<file path="config.mk">
export PLATFORM = sky130hd
export DESIGN_NAME = washer_plant_responder_flat
export DESIGN_NICKNAME = d
export VERILOG_FILES = /design/src/rtl/washer_plant_if.sv /design/src/rtl/washer_plant_responder.sv /design/src/flat_wrapper.sv
export SDC_FILE = /design/constraint.sdc
export NUM_CORES = 1
export LEC_CHECK = 0
export CAP_MARGIN = 20
export CORE_MARGIN = 4
export CORE_UTILIZATION = 60
export CTS_BUF_LIST = sky130_fd_sc_hd__clkbuf_16
export DETAILED_ROUTE_END_ITERATION = 12
export GPL_TIMING_DRIVEN = 1
export PLACE_DENSITY_LB_ADDON = 0.15
export SYNTH_ARGS = -nofsm -noshare
export SYNTH_HDL_FRONTEND = slang
export SYNTH_SLANG_ARGS = --single-unit
</file>
<file path="constraint.sdc">
create_clock -name clk -period 2.7 [get_ports clk]
set_input_delay 0.54 -clock clk [delete_from_list [all_inputs] [get_ports clk]]
set_output_delay 0.54 -clock clk [all_outputs]
set_load 0.005 [all_outputs]
</file>
<file path="src/rtl/washer_plant_if.sv">
// Command/sensor bundle between the washing-machine controller (master) and
// the plant model (slave).
interface washer_plant_if #(
  parameter int LEVEL_W = 8
);
  // No valid/ready handshake: every command is a level sampled on each clk and
  // every sensor is a level updated on each clk, so both sides always accept.
  logic               door_lock;
  logic               motor_on;
  logic               fill_value_on;
  logic               drain_value_on;
  logic               soap_wash;
  logic               water_wash;
  logic               done;

  logic               filled;
  logic               drained;
  logic               detergent_added;
  logic               cycle_timeout;
  logic               spin_timeout;
  logic [LEVEL_W-1:0] water_level;
  logic               fault;

  modport master (
    output door_lock, motor_on, fill_value_on, drain_value_on,
           soap_wash, water_wash, done,
    input  filled, drained, detergent_added, cycle_timeout, spin_timeout,
           water_level, fault
  );

  modport slave (
    input  door_lock, motor_on, fill_value_on, drain_value_on,
           soap_wash, water_wash, done,
    output filled, drained, detergent_added, cycle_timeout, spin_timeout,
           water_level, fault
  );
endinterface

</file>
<file path="src/rtl/washer_plant_responder.sv">
// Behavioural washer plant: water-level counter, detergent dosing timer,
// wash-cycle timer and spin timer answering the controller's commands.
module washer_plant_responder #(
  parameter int LEVEL_W     = 8,
  parameter int FILL_LEVEL  = 200,
  parameter int FILL_RATE   = 4,
  parameter int DRAIN_RATE  = 5,
  parameter int DOSE_TICKS  = 16,
  parameter int CYCLE_TICKS = 1000,
  parameter int SPIN_TICKS  = 500,
  parameter int CNT_W       = 16
) (
  input  logic        clk,
  input  logic        reset,
  washer_plant_if.slave bus
);

  localparam logic [LEVEL_W:0]   LEVEL_MAX = {1'b0, {LEVEL_W{1'b1}}};
  localparam logic [LEVEL_W:0]   FILL_INC  = (LEVEL_W+1)'(FILL_RATE);
  localparam logic [LEVEL_W-1:0] DRAIN_DEC = LEVEL_W'(DRAIN_RATE);
  localparam logic [LEVEL_W-1:0] FILL_THR  = LEVEL_W'(FILL_LEVEL);
  localparam logic [CNT_W-1:0]   DOSE_T    = CNT_W'(DOSE_TICKS);
  localparam logic [CNT_W-1:0]   CYCLE_T   = CNT_W'(CYCLE_TICKS);
  localparam logic [CNT_W-1:0]   SPIN_T    = CNT_W'(SPIN_TICKS);

  if (FILL_LEVEL > (1 << LEVEL_W) - 1) begin : g_bad_fill_level
    $error("FILL_LEVEL does not fit in LEVEL_W bits");
  end
  if (CYCLE_TICKS > (1 << CNT_W) - 1 || SPIN_TICKS > (1 << CNT_W) - 1 ||
      DOSE_TICKS > (1 << CNT_W) - 1) begin : g_bad_cnt_w
    $error("CNT_W too narrow for the configured tick counts");
  end

  // Registered state
  logic [LEVEL_W-1:0] level_q,    level_d;
  logic [CNT_W-1:0]   dose_cnt_q, dose_cnt_d;
  logic [CNT_W-1:0]   cyc_cnt_q,  cyc_cnt_d;
  logic [CNT_W-1:0]   spin_cnt_q, spin_cnt_d;
  logic               dosed_q,    dosed_d;
  logic               cyc_to_q,   cyc_to_d;
  logic               spin_to_q,  spin_to_d;
  logic               fault_q,    fault_d;

  // Decoded from the level register only, so no input reaches an output
  logic               filled;
  logic               drained;
  logic               dose_cond;
  logic               spin_phase;
  logic [LEVEL_W:0]   fill_sum;

  assign filled  = (level_q >= FILL_THR);
  assign drained = (level_q == '0);

  assign dose_cond  = bus.door_lock & bus.soap_wash & ~bus.water_wash &
                      ~bus.motor_on & ~bus.fill_value_on & filled;
  assign spin_phase = bus.door_lock & bus.water_wash & bus.drain_value_on &
                      drained;

  // Water level: saturating fill/drain; both valves together hold the level
  always_comb begin
    level_d  = level_q;
    fill_sum = {1'b0, level_q} + FILL_INC;
    if (bus.fill_value_on && !bus.drain_value_on) begin
      level_d = (fill_sum > LEVEL_MAX) ? LEVEL_MAX[LEVEL_W-1:0]
                                       : fill_sum[LEVEL_W-1:0];
    end else if (bus.drain_value_on && !bus.fill_value_on) begin
      level_d = (level_q < DRAIN_DEC) ? '0 : level_q - DRAIN_DEC;
    end
  end

  // Dosing: once dosed, the count freezes until done or door unlock
  always_comb begin
    dose_cnt_d = dose_cnt_q;
    dosed_d    = dosed_q;
    if (!bus.door_lock || bus.done) begin
      dose_cnt_d = '0;
      dosed_d    = 1'b0;
    end else if (!dosed_q) begin
      if (dose_cond) begin
        dose_cnt_d = dose_cnt_q + 1'b1;
        if (dose_cnt_d == DOSE_T) dosed_d = 1'b1;
      end else begin
        dose_cnt_d = '0;
      end
    end
  end

  // Wash-cycle timer saturates at CYCLE_T while the motor keeps running
  always_comb begin
    cyc_cnt_d = '0;
    cyc_to_d  = 1'b0;
    if (bus.motor_on) begin
      cyc_cnt_d = (cyc_cnt_q == CYCLE_T) ? cyc_cnt_q : cyc_cnt_q + 1'b1;
      cyc_to_d  = (cyc_cnt_d == CYCLE_T);
    end
  end

  always_comb begin
    spin_cnt_d = '0;
    spin_to_d  = 1'b0;
    if (spin_phase) begin
      spin_cnt_d = (spin_cnt_q == SPIN_T) ? spin_cnt_q : spin_cnt_q + 1'b1;
      spin_to_d  = (spin_cnt_d == SPIN_T);
    end
  end

  // Sticky illegal-command detection; never feeds back into the counters
  always_comb begin
    fault_d = fault_q;
    if ((bus.fill_value_on && bus.drain_value_on) ||
        (bus.motor_on && !bus.door_lock) ||
        (bus.fill_value_on && !bus.door_lock) ||
        (bus.motor_on && !filled)) begin
      fault_d = 1'b1;
    end
  end

  always_ff @(posedge clk or negedge reset) begin
    if (!reset) begin
      level_q    <= '0;
      dose_cnt_q <= '0;
      cyc_cnt_q  <= '0;
      spin_cnt_q <= '0;
      dosed_q    <= 1'b0;
      cyc_to_q   <= 1'b0;
      spin_to_q  <= 1'b0;
      fault_q    <= 1'b0;
    end else begin
      level_q    <= level_d;
      dose_cnt_q <= dose_cnt_d;
      cyc_cnt_q  <= cyc_cnt_d;
      spin_cnt_q <= spin_cnt_d;
      dosed_q    <= dosed_d;
      cyc_to_q   <= cyc_to_d;
      spin_to_q  <= spin_to_d;
      fault_q    <= fault_d;
    end
  end

  assign bus.filled          = filled;
  assign bus.drained         = drained;
  assign bus.detergent_added = dosed_q;
  assign bus.cycle_timeout   = cyc_to_q;
  assign bus.spin_timeout    = spin_to_q;
  assign bus.water_level     = level_q;
  assign bus.fault           = fault_q;

endmodule

</file>
<file path="src/flat_wrapper.sv">
// flat-port wrapper written by rule: the top's interface ports become plain ports
module washer_plant_responder_flat 
#(
  parameter int LEVEL_W     = 8,
  parameter int FILL_LEVEL  = 200,
  parameter int FILL_RATE   = 4,
  parameter int DRAIN_RATE  = 5,
  parameter int DOSE_TICKS  = 16,
  parameter int CYCLE_TICKS = 1000,
  parameter int SPIN_TICKS  = 500,
  parameter int CNT_W       = 16
)
  (clk, reset, bus_door_lock, bus_motor_on, bus_fill_value_on, bus_drain_value_on, bus_soap_wash, bus_water_wash, bus_done, bus_filled, bus_drained, bus_detergent_added, bus_cycle_timeout, bus_spin_timeout, bus_water_level, bus_fault);
  washer_plant_if #(.LEVEL_W(LEVEL_W)) bus_i ();
  input  logic clk;
  input  logic reset;
  input wire logic [$bits(bus_i.door_lock)-1:0] bus_door_lock;
  input wire logic [$bits(bus_i.motor_on)-1:0] bus_motor_on;
  input wire logic [$bits(bus_i.fill_value_on)-1:0] bus_fill_value_on;
  input wire logic [$bits(bus_i.drain_value_on)-1:0] bus_drain_value_on;
  input wire logic [$bits(bus_i.soap_wash)-1:0] bus_soap_wash;
  input wire logic [$bits(bus_i.water_wash)-1:0] bus_water_wash;
  input wire logic [$bits(bus_i.done)-1:0] bus_done;
  output wire logic [$bits(bus_i.filled)-1:0] bus_filled;
  output wire logic [$bits(bus_i.drained)-1:0] bus_drained;
  output wire logic [$bits(bus_i.detergent_added)-1:0] bus_detergent_added;
  output wire logic [$bits(bus_i.cycle_timeout)-1:0] bus_cycle_timeout;
  output wire logic [$bits(bus_i.spin_timeout)-1:0] bus_spin_timeout;
  output wire logic [$bits(bus_i.water_level)-1:0] bus_water_level;
  output wire logic [$bits(bus_i.fault)-1:0] bus_fault;
  assign bus_i.door_lock = bus_door_lock;
  assign bus_i.motor_on = bus_motor_on;
  assign bus_i.fill_value_on = bus_fill_value_on;
  assign bus_i.drain_value_on = bus_drain_value_on;
  assign bus_i.soap_wash = bus_soap_wash;
  assign bus_i.water_wash = bus_water_wash;
  assign bus_i.done = bus_done;
  assign bus_filled = bus_i.filled;
  assign bus_drained = bus_i.drained;
  assign bus_detergent_added = bus_i.detergent_added;
  assign bus_cycle_timeout = bus_i.cycle_timeout;
  assign bus_spin_timeout = bus_i.spin_timeout;
  assign bus_water_level = bus_i.water_level;
  assign bus_fault = bus_i.fault;
  washer_plant_responder #(.LEVEL_W(LEVEL_W), .FILL_LEVEL(FILL_LEVEL), .FILL_RATE(FILL_RATE), .DRAIN_RATE(DRAIN_RATE), .DOSE_TICKS(DOSE_TICKS), .CYCLE_TICKS(CYCLE_TICKS), .SPIN_TICKS(SPIN_TICKS), .CNT_W(CNT_W)) u_core (.clk(clk), .reset(reset), .bus(bus_i));
endmodule
</file>
==> metrics, run 1 <==
status=finished, final reports clean; worst-path cell chain=inv_1, ha_1, a2111o_1, nand2_1, inv_1, clkdlybuf4s50_1; worst path buffer plus inverter count=3; Leak=around 0.0018 uW; combinational power share=between 20% and 30%; total power=2866 uW; vias=roughly 3400; CP endpoint kind=output pin; register-to-register setup slack=0.51 ns; Top cell by count, worst path=inv_1; R2R Path Start=u_core.cyc_cnt_q[0]; Largest stage delay, worst path=0.46 ns; min Tclk post-route=about 2.6 ns; internal power=around 2000 uW; CTS H-tree depth=3; Clock power frac=around a third; Psw=just over 900 uW; final hold vios=0; sequential fraction of the synthesis area=between 30% and 40%; area leader, netlist=dfrtp_1; hold_buf cts=0; post-route antenna net violation count=0; Mapped Nets=a little under 500; number of nets in the layout=~510; Worst EP arrival=~2.1 ns; Initial Utilization=roughly 62%; gp weighted congestion=around 0.92; Slowest-stage cell, CP=a2111o_1; WL/cell=about 15 um; largest net degree at the start of global routing=35; clock tree sinks=60; sw frac=between 30% and 40%; Hold WC Path Type=in2async; Top Family by Delay on Critical Path=buffers and inverters; max_cap viols=0; DRC=0; WP data required=2.16 ns; final core utilization=between 70% and 80%; Netlist cell types=60; final worst slack=roughly 0.1 ns; core area=0.006350 mm^2; Slew Limit Headroom=a little over half; Crit Path Class=reg2out; Synth Register Bits=60; setup_tns=0 ns; CTS tree=built; Pwr per Cell Area=about 640 mW/mm^2; clock buffer depth=2; commonest cells after routing, fill and taps aside=58 x dfrtp_1, 41 x nand2_1, 41 x nor2_1, 34 x o21ai_0, 29 x nand3_1; final setup fails=0; Buffers on Ports=22; fraction of layout cells with a size suffix above 1=approximately 8.0%; ys async rst share=100.0%; clock network latency to the later pin of the worst-skew pair=about 0.32 ns; total iterations of the first detailed-routing run=5; first-pass GRT wire length=about 15 mm; Vias/cell=just over 6; RSZ-0062 raised after global routing=no; R2R depth=6; top-area cell type share of the netlist area=a little under two fifths; die area=between 0.007 and 0.008 mm^2; Die Wd=between 80 and 90 um; Worst R2R End=u_core.bus.cycle_timeout; DRT iter0 DRCs=182; Synth warnings=0; final WL=8.714 mm; most common cell after layout, fill and taps aside=dfrtp_1; worst-path fanout max=6; grt total ovfl=0; TritonCTS buffer count=9; Reg power frac=between 30% and 40%; Max Clock Freq=about 0.38 GHz; Post-synth EDFFs=0; Antenna Cells=0; Slew @ Worst Pin=0.7076 ns; final cycle utilization of the critical path=96.38%; CP Launch Type=register; VDD IR-drop max=a little over 0.6 mV; Mapped Cells=approximately 460; Synth area leaders=dfrtp_1 38%, ha_1 4.8%, o21ai_0 4.3%; antenna violations before repair=0; number of global-route vias before repair=~3200; die height=approximately 89 um; Primary FF master, synth=dfrtp_1; Mean Syn Cell Area=between 8 and 9 um^2; Max Clock Skew=0.008663 ns; Max Transition Viols Final=0; Synth-to-Final Area Change=13.99%; clk root buf=clkbuf_16; Overall Global Routing Usage=a little under a quarter; clock slew at reported path FFs=roughly 0.06 ns; hpwl dp=between 6 and 7 mm; mapped cell area=between 0.003 and 0.004 mm^2; num ports=23; pre-CTS setup slack=~0.23 ns; # rows=29
-- how the worst max path moves through the flow --
| stage | slack (ns) | from | end | cells past startpoint |
|---|---|---|---|---|
| after floorplan | 0.75 | bus_fill_value_on | u_core.dose_cnt_q[3] | 6 |
| after global placement | 0.26 | bus_water_wash | u_core.dose_cnt_q[3] | 6 |
| after detailed placement | 0.23 | bus_water_wash | u_core.dose_cnt_q[3] | 6 |
| after CTS | 0.03 | u_core.bus.water_level[1] | bus_filled | 6 |
| after global routing | 0.01 | u_core.bus.water_level[1] | bus_filled | 6 |
| final | 0.1 | u_core.bus.water_level[1] | bus_filled | 6 |
-- per-layer routing --
| layer | track usage [%] | part of all wire, % | vias to the layer above |
|---|---|---|---|
| met5 | 0 | 0 | - |
| met4 | 9.878 | 2.2 | 0 |
| met3 | 3.594 | 4.3 | 19 |
| met2 | 37.64 | 47 | 100 |
| met1 | 32.98 | 46 | 1610 |
| li1 | - | - | 1701 |
-- logic make-up after synthesis --
group	synth area share, %
AO/OA/AOI/OAI	14.46
flip-flops	38.06
XOR/XNOR	7.326
adder cells (fa/ha/maj)	4.757
AND/OR/NAND/NOR	29.24
multiplexers	0.7929
buffers and inverters	5.360
-- cells in the mapped netlist, drive strengths merged, types with 3 or more instances --
master	instances
a211oi	3
a21oi	23
a31oi	6
a41oi	3
and2	7
and3	4
and4	6
buf	7
clkbuf	20
dfrtp	60
ha	15
inv	23
nand2	41
nand2b	4
nand3	29
nand3b	3
nand4	16
nor2	43
nor3	17
nor3b	5
nor4	9
nor4b	6
o21ai	34
o31ai	4
or2	3
or3	7
xnor2	14
xor2	19
-- state kept, by name (all words and copies together) (netlist names) --
| signal | cells |
|---|---|
| u_core.bus.cycle_timeout | 1 |
| u_core.bus.spin_timeout | 1 |
| u_core.bus.detergent_added | 1 |
| u_core.bus.fault | 1 |
| u_core.spin_cnt_q | 16 |
| u_core.cyc_cnt_q | 16 |
| u_core.bus.water_level | 8 |
| u_core.dose_cnt_q | 16 |
-- per-stage QoR --
stage / hold slack, ns / cells / area, um^2
finish: 0.2387 / 564 / 4497
global route: 0.2964 / 564 / 4497
CTS: 0.2563 / 563 / 4488
detailed placement: 0.5038 / 547 / 4227
global placement: 0.4995 / 547 / 4227
floorplan: 0.2444 / 464 / 3945
-- layout make-up --
class,count,area [um^2]
Fill cell,492,1853
Timing Repair Buffer,34,317.8
Clock inverter,7,35.03
Sequential cell,60,1504
Clock buffer,9,225.2
Inverter,23,86.33
Tap cell,77,96.34
Multi-Input combinational cell,354,2232
-- power groups by stage --
stage / combinational (uW) / clock [uW] / sequential (uW)
after floorplan: 477 / 0 / 1050
after global placement: 749 / 0 / 1070
after detailed placement: 769 / 0 / 1080
after CTS: 776 / 1020 / 1060
after global routing: 891 / 1060 / 1070
final: 803 / 1000 / 1060
-- timing repair --
| action | in CTS | in global routing |
|---|---|---|
| resized for setup | 1 | 1 |
| endpoints found under the setup margin | 1 | 1 |
| pin swaps | 0 | 0 |
| setup buffers | 0 | 1 |
(Power assumes the default switching activity.)
==> inputs of run 2 (changes only) <==
CORE_UTILIZATION = 54   (was 60)
clock period = 2.25 ns   (was 2.7 ns; I/O delays follow)
==> metrics, run 2 (synthesized netlist as in run 1, its figures left out) <==
most common cell after layout, fill and taps aside=dfrtp_1; final core utilization=68.77% (-2.0 points); final hold vios=0 (unchanged); Die Wd=93.47 um (+4.9%); Largest regs=u_core.cyc_cnt_q x16, u_core.dose_cnt_q x16, u_core.spin_cnt_q x16; final setup fails=0 (unchanged); Buffers on Ports=22 (unchanged); Worst EP arrival=1.74 ns (-0.32 ns); final std cells w/o fill=608 (+7.8%); gp weighted congestion=0.8791 (-4.5%); antenna violations before repair=0 (unchanged); Pwr per Cell Area=809.8 mW/mm^2 (+27%); grt total ovfl=0 (unchanged); Synth-to-Final Area Change=21.06%; CP Launch Type=register; Initial Utilization=56.81% (-5.3 points); clock tree sinks=60 (unchanged); hpwl dp=6.564 mm (+7.5%); Antenna Cells=0 (unchanged); total iterations of the first detailed-routing run=5 (unchanged); clock slew at reported path FFs=0.05 ns (about the same); register-to-register setup slack=0.12 ns (-0.39 ns); WP data required=1.80 ns (-0.36 ns); VDD IR-drop max=0.7197 mV (+19%); # rows=30 (+3.4%); Crit Path Class=reg2out; first-pass GRT wire length=15.88 mm (+6.0%); R2R Path Start=u_core.dose_cnt_q[1]; Worst R2R End=u_core.bus.detergent_added; Slew Limit Headroom=54.73% (+2.3 points); WHS=0.1682 ns (-0.07051 ns); Overall Global Routing Usage=22.59% (-1.3 points); CP endpoint kind=output pin; clk root buf=clkbuf_16; clock network latency to the later pin of the worst-skew pair=0.32 ns (about the same); total power=3868 uW (+35%); DRC=0 (unchanged); Max Transition Viols Final=0 (unchanged); number of global-route vias before repair=3462 (+7.4%); setup_tns=0 ns (unchanged); num ports=23 (unchanged); core area=0.006944 mm^2 (+9.4%); clock buffer depth=2 (unchanged); WL/cell=15.43 um (-0.12%); CTS tree=built; TritonCTS buffer count=9 (unchanged); largest net degree at the start of global routing=32 (-8.6%); min Tclk post-route=around 2.2 ns; status=finished, final reports clean; max_cap viols=0 (unchanged); commonest cells after routing, fill and taps aside=60 x dfrtp_1, 41 x nor2_1, 40 x nand2_1, 37 x buf_4, 34 x o21ai_0; final cycle utilization of the critical path=between 90% and 100%; final WL=9.383 mm (+7.7%); CTS H-tree depth=3 (unchanged); post-route antenna net violation count=0 (unchanged); fraction of layout cells with a size suffix above 1=12.89% (+4.9 points); die height=93.47 um (+4.9%); Leak=0.001974 uW (+8.9%); die area=0.008737 mm^2 (+10%); DRT iter0 DRCs=131 (-28%); number of nets in the layout=531 (+4.9%); fill cell count=561 (+14%); Vias/cell=5.793 (-4.7%); dpl cells=588 (+7.5%); Max Clock Skew=0.003398 ns (-0.005265 ns); Max Clock Freq=0.4577 GHz; R2R depth=5 (-1); Hold WC Path Type=in2async; worst-path fanout max=2 (-4); Slew @ Worst Pin=0.6791 ns (-0.02848 ns); vias=3522 (+2.7%)
-- run 2: cell count changes in the layout (fill, tap and decap cells not counted), sizes merged --
| cell | before | now |
|---|---|---|
| dlygate4sd2 | 0 | 2 |
| clkdlybuf4s50 | 21 | 19 |
| clkinv | 6 | 3 |
| buf | 13 | 38 |
| bufinv | 0 | 3 |
-- run 2: metal layers --
layer  global-route usage (%)  up-vias  share of wire [%]
li1                         -     1740                  -
met1                    28.29     1669                 44
met2                    38.77       95                 49
met3                    4.988       18                4.3
met4                    6.838        0                1.8
met5                        0        -                  0
-- run 2: worst max path at each step --
stage,startpoint,to,slack (ns),depth (start not counted)
floorplan,u_core.dose_cnt_q[0],u_core.bus.detergent_added,0.32,5
global placement,bus_fill_value_on,u_core.dose_cnt_q[3],-0.11,7
detailed placement,bus_fill_value_on,u_core.dose_cnt_q[15],-0.15,8
CTS,u_core.bus.water_level[2],bus_filled,0.04,6
global route,u_core.bus.water_level[0],bus_filled,-0.01,6
finish,u_core.bus.water_level[0],bus_filled,0.06,6
-- run 2: area by class of cell --
| type | count | area (um^2) | share of cell area, % |
|---|---|---|---|
| clock buffer | 9 | 225.2 | 4.716 |
| timing repair buffer | 59 | 490.5 | 10.27 |
| inverter | 23 | 86.33 | 1.808 |
| multi-input combinational | 354 | 2246 | 47.03 |
| sequential | 60 | 1501 | 31.44 |
| clock inverter | 7 | 106.4 | 2.227 |
| tap | 96 | 120.1 | 2.515 |
-- run 2: what timing repair did --
action                                 4_1_cts  5_1_grt
pin swaps                                    1        2
gates resized for setup                      2        4
setup buffers                                3        1
hold buffers                                 0        0
endpoints found under the hold margin        0        0
setup endpoints to repair                    2        4
-- run 2: critical path: stages, from the launching register on --
cell and delay, ns:
dfrtp_1 0.34, inv_1 0.06, ha_2 0.18, a2111o_1 0.45
nand2_2 0.09, inv_1 0.04, dlygate4sd2_1 0.26
-- run 2: report_power, final --
group / leakage (uW) / switching [uW] / total, uW / internal [uW]
logic: 0.000989 / 553 / 1080 / 532
clock network: 0.000166 / 472 / 1540 / 1070
registers: 0.000820 / 90.6 / 1240 / 1150
total: 0.00197 / 1120 / 3870 / 2750
-- run 2: through the flow --
step                      instance area (um^2)  worst slack, ns
final                                     4776          0.06497
after global placement                    4403          -0.1088
after global routing                      4776         -0.01041
after detailed placement                  4403          -0.1508
after floorplan                           3945           0.3220
after CTS                                 4755          0.04309
==> inputs of run 3 (changes only) <==
ABC_AREA = 0   (was unset)
MAX_ROUTING_LAYER = met4   (was unset)
PLACE_DENSITY = 0.76   (was unset)
PLACE_DENSITY_LB_ADDON = unset   (was 0.15)
==> metrics, run 3 (synthesized netlist as in run 1, its figures left out) <==
status=finished, final reports clean; worst-path fanout max=2 (unchanged); Slew @ Worst Pin=0.4786 ns (-0.2005 ns); gp weighted congestion=0.8945 (+1.8%); area occupied by multi-input gates=0.002285 mm^2 (+1.7%); clock slew at reported path FFs=0.06 ns (about the same); WHS=0.06924 ns (-0.09894 ns); clock buffer depth=2 (unchanged); largest net degree at the start of global routing=30 (-6.3%); Buffers on Ports=22 (unchanged); Worst Setup SP=u_core.bus.water_level[0]; CP Launch Type=register; Largest regs=u_core.cyc_cnt_q x16, u_core.dose_cnt_q x16, u_core.spin_cnt_q x16; WP data required=2.46 ns (+0.66 ns); combinational power share=31.8% (+3.8 points); Psw=1176 uW (+5.5%); total iterations of the first detailed-routing run=5 (unchanged); Vias/cell=5.857 (+1.1%); sw frac=30.88% (+2.0 points); fraction of layout cells with a size suffix above 1=16.57% (+3.7 points); hpwl dp=6.421 mm (-2.2%); final hold vios=0 (unchanged); CTS tree=built; die area=0.008737 mm^2 (unchanged); Max Transition Viols Final=0 (unchanged); Initial Utilization=56.81% (unchanged); num ports=23 (unchanged); Hold WC Path Type=in2async; Reg power frac=32.8% (+0.6 points); die height=93.47 um (unchanged); max_cap viols=0 (unchanged); Pwr per Cell Area=786.3 mW/mm^2 (-2.9%); CTS H-tree depth=3 (unchanged); DRC=0 (unchanged); clock tree sinks=60 (unchanged); clock network latency to the later pin of the worst-skew pair=0.33 ns (about the same); total power=3809 uW (-1.5%); met3 Usage GRT=5.873% (+0.88 points); Top Usage Layer GRT=met2; setup_tns=0 ns (unchanged); vias=3602 (+2.3%); GR Util met2=37.64% (-1.1 points); Leak=0.001971 uW (-0.16%); final cycle utilization of the critical path=97.45% (+0.34 points); DRT iter0 DRCs=225 (+72%); WL/cell=15.84 um (+2.6%); commonest cells after routing, fill and taps aside=57 x dfrtp_1, 42 x buf_4, 40 x nor2_1, 39 x nand2_1, 33 x o21ai_0; Antenna Cells=0 (unchanged); internal power=2633 uW (-4.3%); final worst slack=0.05727 ns (-0.007702 ns); Worst EP arrival=2.41 ns (+0.67 ns); first-pass GRT wire length=16.82 mm (+5.9%); VDD IR-drop max=0.8114 mV (+13%); Max Clock Freq=0.4561 GHz (-0.35%); R2R Path Start=u_core.bus.water_level[0]; Overall Global Routing Usage=24.68% (+2.1 points); core area=0.006944 mm^2 (unchanged); final setup fails=0 (unchanged); Die Wd=93.47 um (unchanged); Synth-to-Final Area Change=22.80%; Max Clock Skew=0.009967 ns (+0.006569 ns); Slew Limit Headroom=68.09% (+13 points); final WL=9.739 mm (+3.8%); min Tclk post-route=2.193 ns (+0.007701 ns); antenna violations before repair=0 (unchanged); grt total ovfl=0 (unchanged); post-route antenna net violation count=0 (unchanged); fill cell count=534 (-4.8%); Crit Path Class=reg2reg; hold_buf cts=0 (unchanged); register area=0.001505 mm^2 (+0.25%); most common cell after layout, fill and taps aside=dfrtp_1; number of global-route vias before repair=3510 (+1.4%); grt met1 use=31.85% (+3.6 points); CP endpoint kind=register; clk root buf=clkbuf_16; Clock power frac=35.4% (-4.4 points); number of nets in the layout=538 (+1.3%); # rows=30 (unchanged); pre-CTS setup slack=-0.1338 ns (+0.01704 ns); TritonCTS buffer count=9 (unchanged)
-- run 3: cell types whose count changed in the layout (fill, tap and decap cells not counted), sizes merged --
cell | before | now
inv | 24 | 23
bufinv | 3 | 1
clkinvlp | 0 | 1
clkbuf | 9 | 10
dlygate4sd2 | 2 | 1
buf | 38 | 45
clkinv | 3 | 5
-- run 3: layout make-up --
type	instances	share of cell area (%)
clock inverter	7	1.395
clock buffer	9	4.649
timing repair buffer	66	11.47
inverter	23	1.782
tap	96	2.479
sequential	60	31.07
multi-input combinational	354	47.16
-- run 3: power groups by stage --
stage,Combinational [uW],Sequential [uW],Clock (uW)
floorplan,572,1260,0
global placement,1010,1250,0
detailed placement,1040,1260,0
CTS,1160,1250,1370
global route,1340,1260,1420
finish,1210,1250,1350
-- run 3: final timing paths --
path | slack (ns) | cells after the start | endpoint
worst max register to register | 0.06 | 13 | u_core.bus.fault
min in group clk | 0.51 | 1 | u_core.bus.fault
worst min register to register | 0.51 | 1 | u_core.bus.fault
worst min-delay path | 0.07 | 1 | u_core.cyc_cnt_q[9]
worst max-delay path | 0.06 | 13 | u_core.bus.fault
max in group asynchronous | 1.59 | 2 | u_core.spin_cnt_q[14]
-- run 3: per-layer routing --
metal | share of wire (%) | vias up
met5 | 0 | -
met4 | 1.8 | 0
met3 | 6.0 | 16
met2 | 49 | 127
met1 | 44 | 1690
li1 | - | 1769
-- run 3: critical path, cell delays in order (launching register included) --
cell	delay [ns]
dfrtp_1	0.39
inv_2	0.09
ha_4	0.14
a2111o_1	0.17
nand2_2	0.08
buf_6	0.13
buf_4	0.12
buf_4	0.12
buf_4	0.12
buf_4	0.12
buf_4	0.12
nand2_2	0.07
a22oi_2	0.06
or3_1	0.36
-- run 3: timing repair --
action,CTS,global route
buffers inserted,13,3
resized for setup,10,14
pin swaps,2,5
cloned,0,0
setup endpoints to repair,2,4
-- run 3: stage by stage --
stage                     cell area [um^2]  instances  utilization [%]
after floorplan                       3945        464                -
after global placement                4393        585            63.26
after detailed placement              4393        585            63.26
after CTS                             4807        614            69.23
after global routing                  4845        615            69.77
final                                 4845        615            69.77
==> variant 1, RTL diff (settings of run 2) <==
`LEVEL_W` is set to 8 in 3 places; all go to 9.
--- a/src/rtl/washer_plant_if.sv
+++ b/src/rtl/washer_plant_if.sv
@@ -1,7 +1,7 @@
 // Command/sensor bundle between the washing-machine controller (master) and
 // the plant model (slave).
 interface washer_plant_if #(
-  parameter int LEVEL_W = 8
+  parameter int LEVEL_W = 9
 );
   // No valid/ready handshake: every command is a level sampled on each clk and
   // every sensor is a level updated on each clk, so both sides always accept.
--- a/src/rtl/washer_plant_responder.sv
+++ b/src/rtl/washer_plant_responder.sv
@@ -1,7 +1,7 @@
 // Behavioural washer plant: water-level counter, detergent dosing timer,
 // wash-cycle timer and spin timer answering the controller's commands.
 module washer_plant_responder #(
-  parameter int LEVEL_W     = 8,
+  parameter int LEVEL_W     = 9,
   parameter int FILL_LEVEL  = 200,
   parameter int FILL_RATE   = 4,
   parameter int DRAIN_RATE  = 5,
--- a/src/flat_wrapper.sv
+++ b/src/flat_wrapper.sv
@@ -1,7 +1,7 @@
 // flat-port wrapper written by rule: the top's interface ports become plain ports
 module washer_plant_responder_flat 
 #(
-  parameter int LEVEL_W     = 8,
+  parameter int LEVEL_W     = 9,
   parameter int FILL_LEVEL  = 200,
   parameter int FILL_RATE   = 4,
   parameter int DRAIN_RATE  = 5,
Ports: changed (resized bus_water_level); port bits go from 23 to 24. No check against the original RTL was run, so the function may have changed too.
==> variant 1 against run 2 <==
- worst setup slack better by 0.086 ns
- sequential cell count increased by 1
- maximum frequency is 4.1% higher
- cell area fell by 0.13%
- global-route usage increased by 0.47 points
- combinational power is 6% higher
- wire length up 0.13%
- core utilization decreased by 2.7 points
- register-to-register slack better by 0.07 ns
- total power down 5.2%
- critical path depth stayed put
- sequential power hardly changed
- area after synthesis increased by 0.76%
- critical path type unchanged
- critical endpoint unchanged
- highest routed layer unchanged
==> variant 1: results (changes against run 2) <==
stage,metric,value,unit,change
run_status,status,"finished, final reports clean",,
yosys,Synth Area in Adders,4.41,%,-0.35 points
pwr,Clock power frac,34.8,%,-5.0 points
pwr,Static Leak,0.00194,µW,-1.6%
place,Placed Area,4470,µm²,+1.4%
place,pre-CTS setup slack,0.0231,ns,+0.174 ns
place,placed cells,597,,+1.5%
routing,met3 wire length,463,µm,+13%
routing,vias after detailed routing,3663,,+4.0%
global_route,largest net degree at the start of global routing,46,,+44%
final_layout,Multi-In Gates,366,,+3.4%
place,gpl congestion,0.866,,-1.5%
routing,DR WL met2,4.44,mm,-4.2%
yosys,"Seq/Total Area, Yosys",38.4,%,+0.34 points
final_layout,Logic inverters,20,,-13%
sta,Worst-Margin Slew,0.610,ns,-0.0694 ns
setup_path,critical path's slowest cell,dfrtp_1,,
routing,drt pass-1 iters,4,,-1
final_layout,number of non-clock buffers,53,,-10%
sta,fin crit share,93.3,%,-3.8 points
final_layout,nets,534,,+0.56%
routing,wire length per cell,15.3,µm,-0.69%
setup_path,worst r2r path cells,6,,+1
routing,initial drt markers,163,,+24%
final_layout,Fillers,589,,+5.0%
cts,Post-CTS Setup Repair Bufs,2,,-1
yosys,top post-synthesis cells by count,"dfrtp_1, nand2_1, o21ai_0, nor2_1, nand3_1",,
setup_path,worst path arrival time,1.65,ns,-0.09 ns
pwr,Reg power frac,33.8,%,+1.6 points
cts,Resize count post-CTS,5,,+3
global_route,met2 Track Usage GR,36.9,%,-1.9 points
setup_path,max incr delay on CP,0.34,ns,-0.11 ns
final_layout,fraction of area in registers,32.0,%,+0.57 points
routing,wire length on met1,4.33,mm,+4.0%
setup_path,Reg2Reg Setup Slack,0.19,ns,+0.07 ns
yosys,syn_area_per_cell,8.49,µm²,-0.10%
yosys,mux cell area share after synthesis,0.787,%,-0.0060 points
[variant 1: changes by cell type in the layout (fill, tap and decap cells not counted), moves of 5 or more]
| cell | before | now |
|---|---|---|
| a21oi_1 | 23 | 18 |
| xnor2_1 | 14 | 19 |
| nor2_1 | 41 | 34 |
| buf_4 | 37 | 29 |
| xor2_1 | 19 | 10 |
| and2_1 | 7 | 13 |
| nand2_1 | 40 | 48 |
[variant 1: cells by family (layout without fill, tap and decap cells)]
group	Yosys count	count (layout)
compound gates	102	102
flops	61	61
xor+xnor	29	29
fa+ha+maj	14	14
buf+inv	41	87
simple gates	218	218
mux	3	3
[variant 1: worst max-delay path: cells and delay by family, from the launching register on]
kind	cells	cell delay, ns
buffers and inverters	3	0.39
AOI/OAI and AO/OA	1	0.27
DFF	1	0.34
and+or+nand+nor	1	0.12
adders and majority gates	1	0.20
==> variant 2, RTL diff (config.mk and constraints of run 2) <==
Made on the original files. Reset style: synchronous (`reset`), changed in one clocked block.
--- a/src/rtl/washer_plant_responder.sv
+++ b/src/rtl/washer_plant_responder.sv
@@ -115,7 +115,7 @@
     end
   end
 
-  always_ff @(posedge clk or negedge reset) begin
+  always_ff @(posedge clk) begin
     if (!reset) begin
       level_q    <= '0;
       dose_cnt_q <= '0;
Function: differs if reset is asserted again (counterexample within 4 cycles, from zero or initial values and one cycle with reset low); with reset held inactive, the same outputs for 10 cycles.
==> variant 2 against run 2 <==
- worst setup slack worse by 0.026 ns
- area after synthesis shrank 4.3%
- sequential cell count stayed put
- clock skew up 0.0031 ns
- wire length decreased by 5.2%
- cell area decreased by 2.2%
- final cell count rose by 2.0%
- synthesized cell count increased by 2.2%
- global-route usage up 0.11 points
- critical endpoint is now bus_drained
- highest routed layer unchanged
Power is not compared: it rests on default switching activity, and its combinational part moved more than twofold at a synthesized area within 25%.
==> variant 2: results (changes against run 2) <==
stage,metric,value,unit,change
run_status,status,"finished, final reports clean",,
final_layout,share of cells above drive strength 1,12.6,%,-0.30 points
final_layout,final core occ,68.7,%,about the same
global_route,met1 Track Usage GR,28.8,%,+0.49 points
pwr,Final Power,3090,µW,
setup_path,worst r2r path cells,8,,+3
routing,wire length on met1,4.04,mm,-3.0%
yosys,"Seq/Total Area, Yosys",31.8,%,-6.2 points
global_route,GRT Total Usage,22.7,%,+0.11 points
cts,Post-CTS Setup Repair Bufs,1,,-2
yosys,Gate Count Post-Synth,474,,+2.2%
yosys,top post-synthesis cells by count,"dfxtp_1, nor2_1, nand2_1, a21oi_1, o21ai_0",,
yosys,Synth async-reset ratio,0,%,-100 points
pwr,Reg power frac,35.9,%,
routing,wire length per cell,14.3,µm,-7.0%
yosys,"Distinct cells, synth",58,,-3.3%
setup_path,family with the most delay on the worst path,simple AND/OR/NAND/NOR gates,,
setup_path,Crit Path Max Fanout,10,,+8
sta,fin crit share,98.3,%,+1.2 points
place,pre-CTS setup slack,-0.0343,ns,+0.117 ns
setup_path,worst path arrival time,1.76,ns,+0.02 ns
global_route,met2 Track Usage GR,37.6,%,-1.2 points
setup_path,max incr delay on CP,0.50,ns,+0.05 ns
worst_hold_path,Hold Path Depth,1,,
sta,worst hold slack,0.501,ns,+0.333 ns
setup_path,worst reg2reg path endpoint,u_core.bus.water_level[2]$_SDFFE_PN0P_,,
routing,DR WL met2,4.32,mm,-6.8%
setup_path,Critical Path Start,u_core.bus.water_level[6]$_SDFFE_PN0P_,,
place,placed cells,601,,+2.2%
global_route,vias in the first global route,3427,,-1.0%
global_route,largest net degree at the start of global routing,18,,-44%
setup_path,launch point of the worst reg-to-reg path,u_core.bus.water_level[0]$_SDFFE_PN0P_,,
place,hpwl dp,6.11,mm,-6.9%
routing,vias after detailed routing,3556,,+0.97%
global_route,global-route wire length before repair,15.6,mm,-1.5%
yosys,Area contributors post-synth,"dfxtp_1, nor2_1, ha_1, xnor2_1, a21oi_1",,
routing,Post-Route WL,8.89,mm,-5.2%
final_layout,Fillers,546,,-2.7%
setup_path,Critical Path End,bus_drained,,
yosys,syn nets,499,,+2.3%
final_layout,Ant. Diodes,0,,unchanged
routing,initial drt markers,177,,+35%
worst_hold_path,worst hold path class,flip-flop to flip-flop,,
global_route,GR Util met3,5.30,%,+0.31 points
sta,Worst Skew,0.00645,ns,+0.00305 ns
final_layout,nets,544,,+2.4%
sta,Worst slew margin,72.6,%,+18 points
cts,cts bufs inserted,9,,unchanged
place,IO buf count,22,,unchanged
[variant 2: cell types whose count changed in the layout (fill, tap and decap cells not counted), moves of 5 or more]
cell      change
dfrtp_1      -60
nand3_1       -7
o21ai_0       -5
nand2_1       -5
nand3b_1      +6
dfxtp_1      +56
a21oi_1      +10
buf_4         -5
nor4_1        -6
and3_1       +15
nor2_1       +14
inv_1         -9
xnor2_1       +8
[variant 2: layout make-up]
type	instances	share of cell area [%]
well taps	96	2.57
multi-input cells	376	53.1
clock inverters	7	2.25
clock buffers	9	4.82
flip-flops and latches	60	25.8
inverters	17	1.37
repair buffers	55	10.1
[variant 2: logic make-up after synthesis]
kind of cell | Yosys count | synth area share (%)
multiplexers | 3 | 0.796
adder cells (fa/ha/maj) | 16 | 5.30
buffers and inverters | 38 | 4.08
XOR/XNOR | 37 | 8.59
AND/OR/NAND/NOR | 224 | 33.6
flip-flops | 60 | 31.8
AO/OA/AOI/OAI | 96 | 15.8
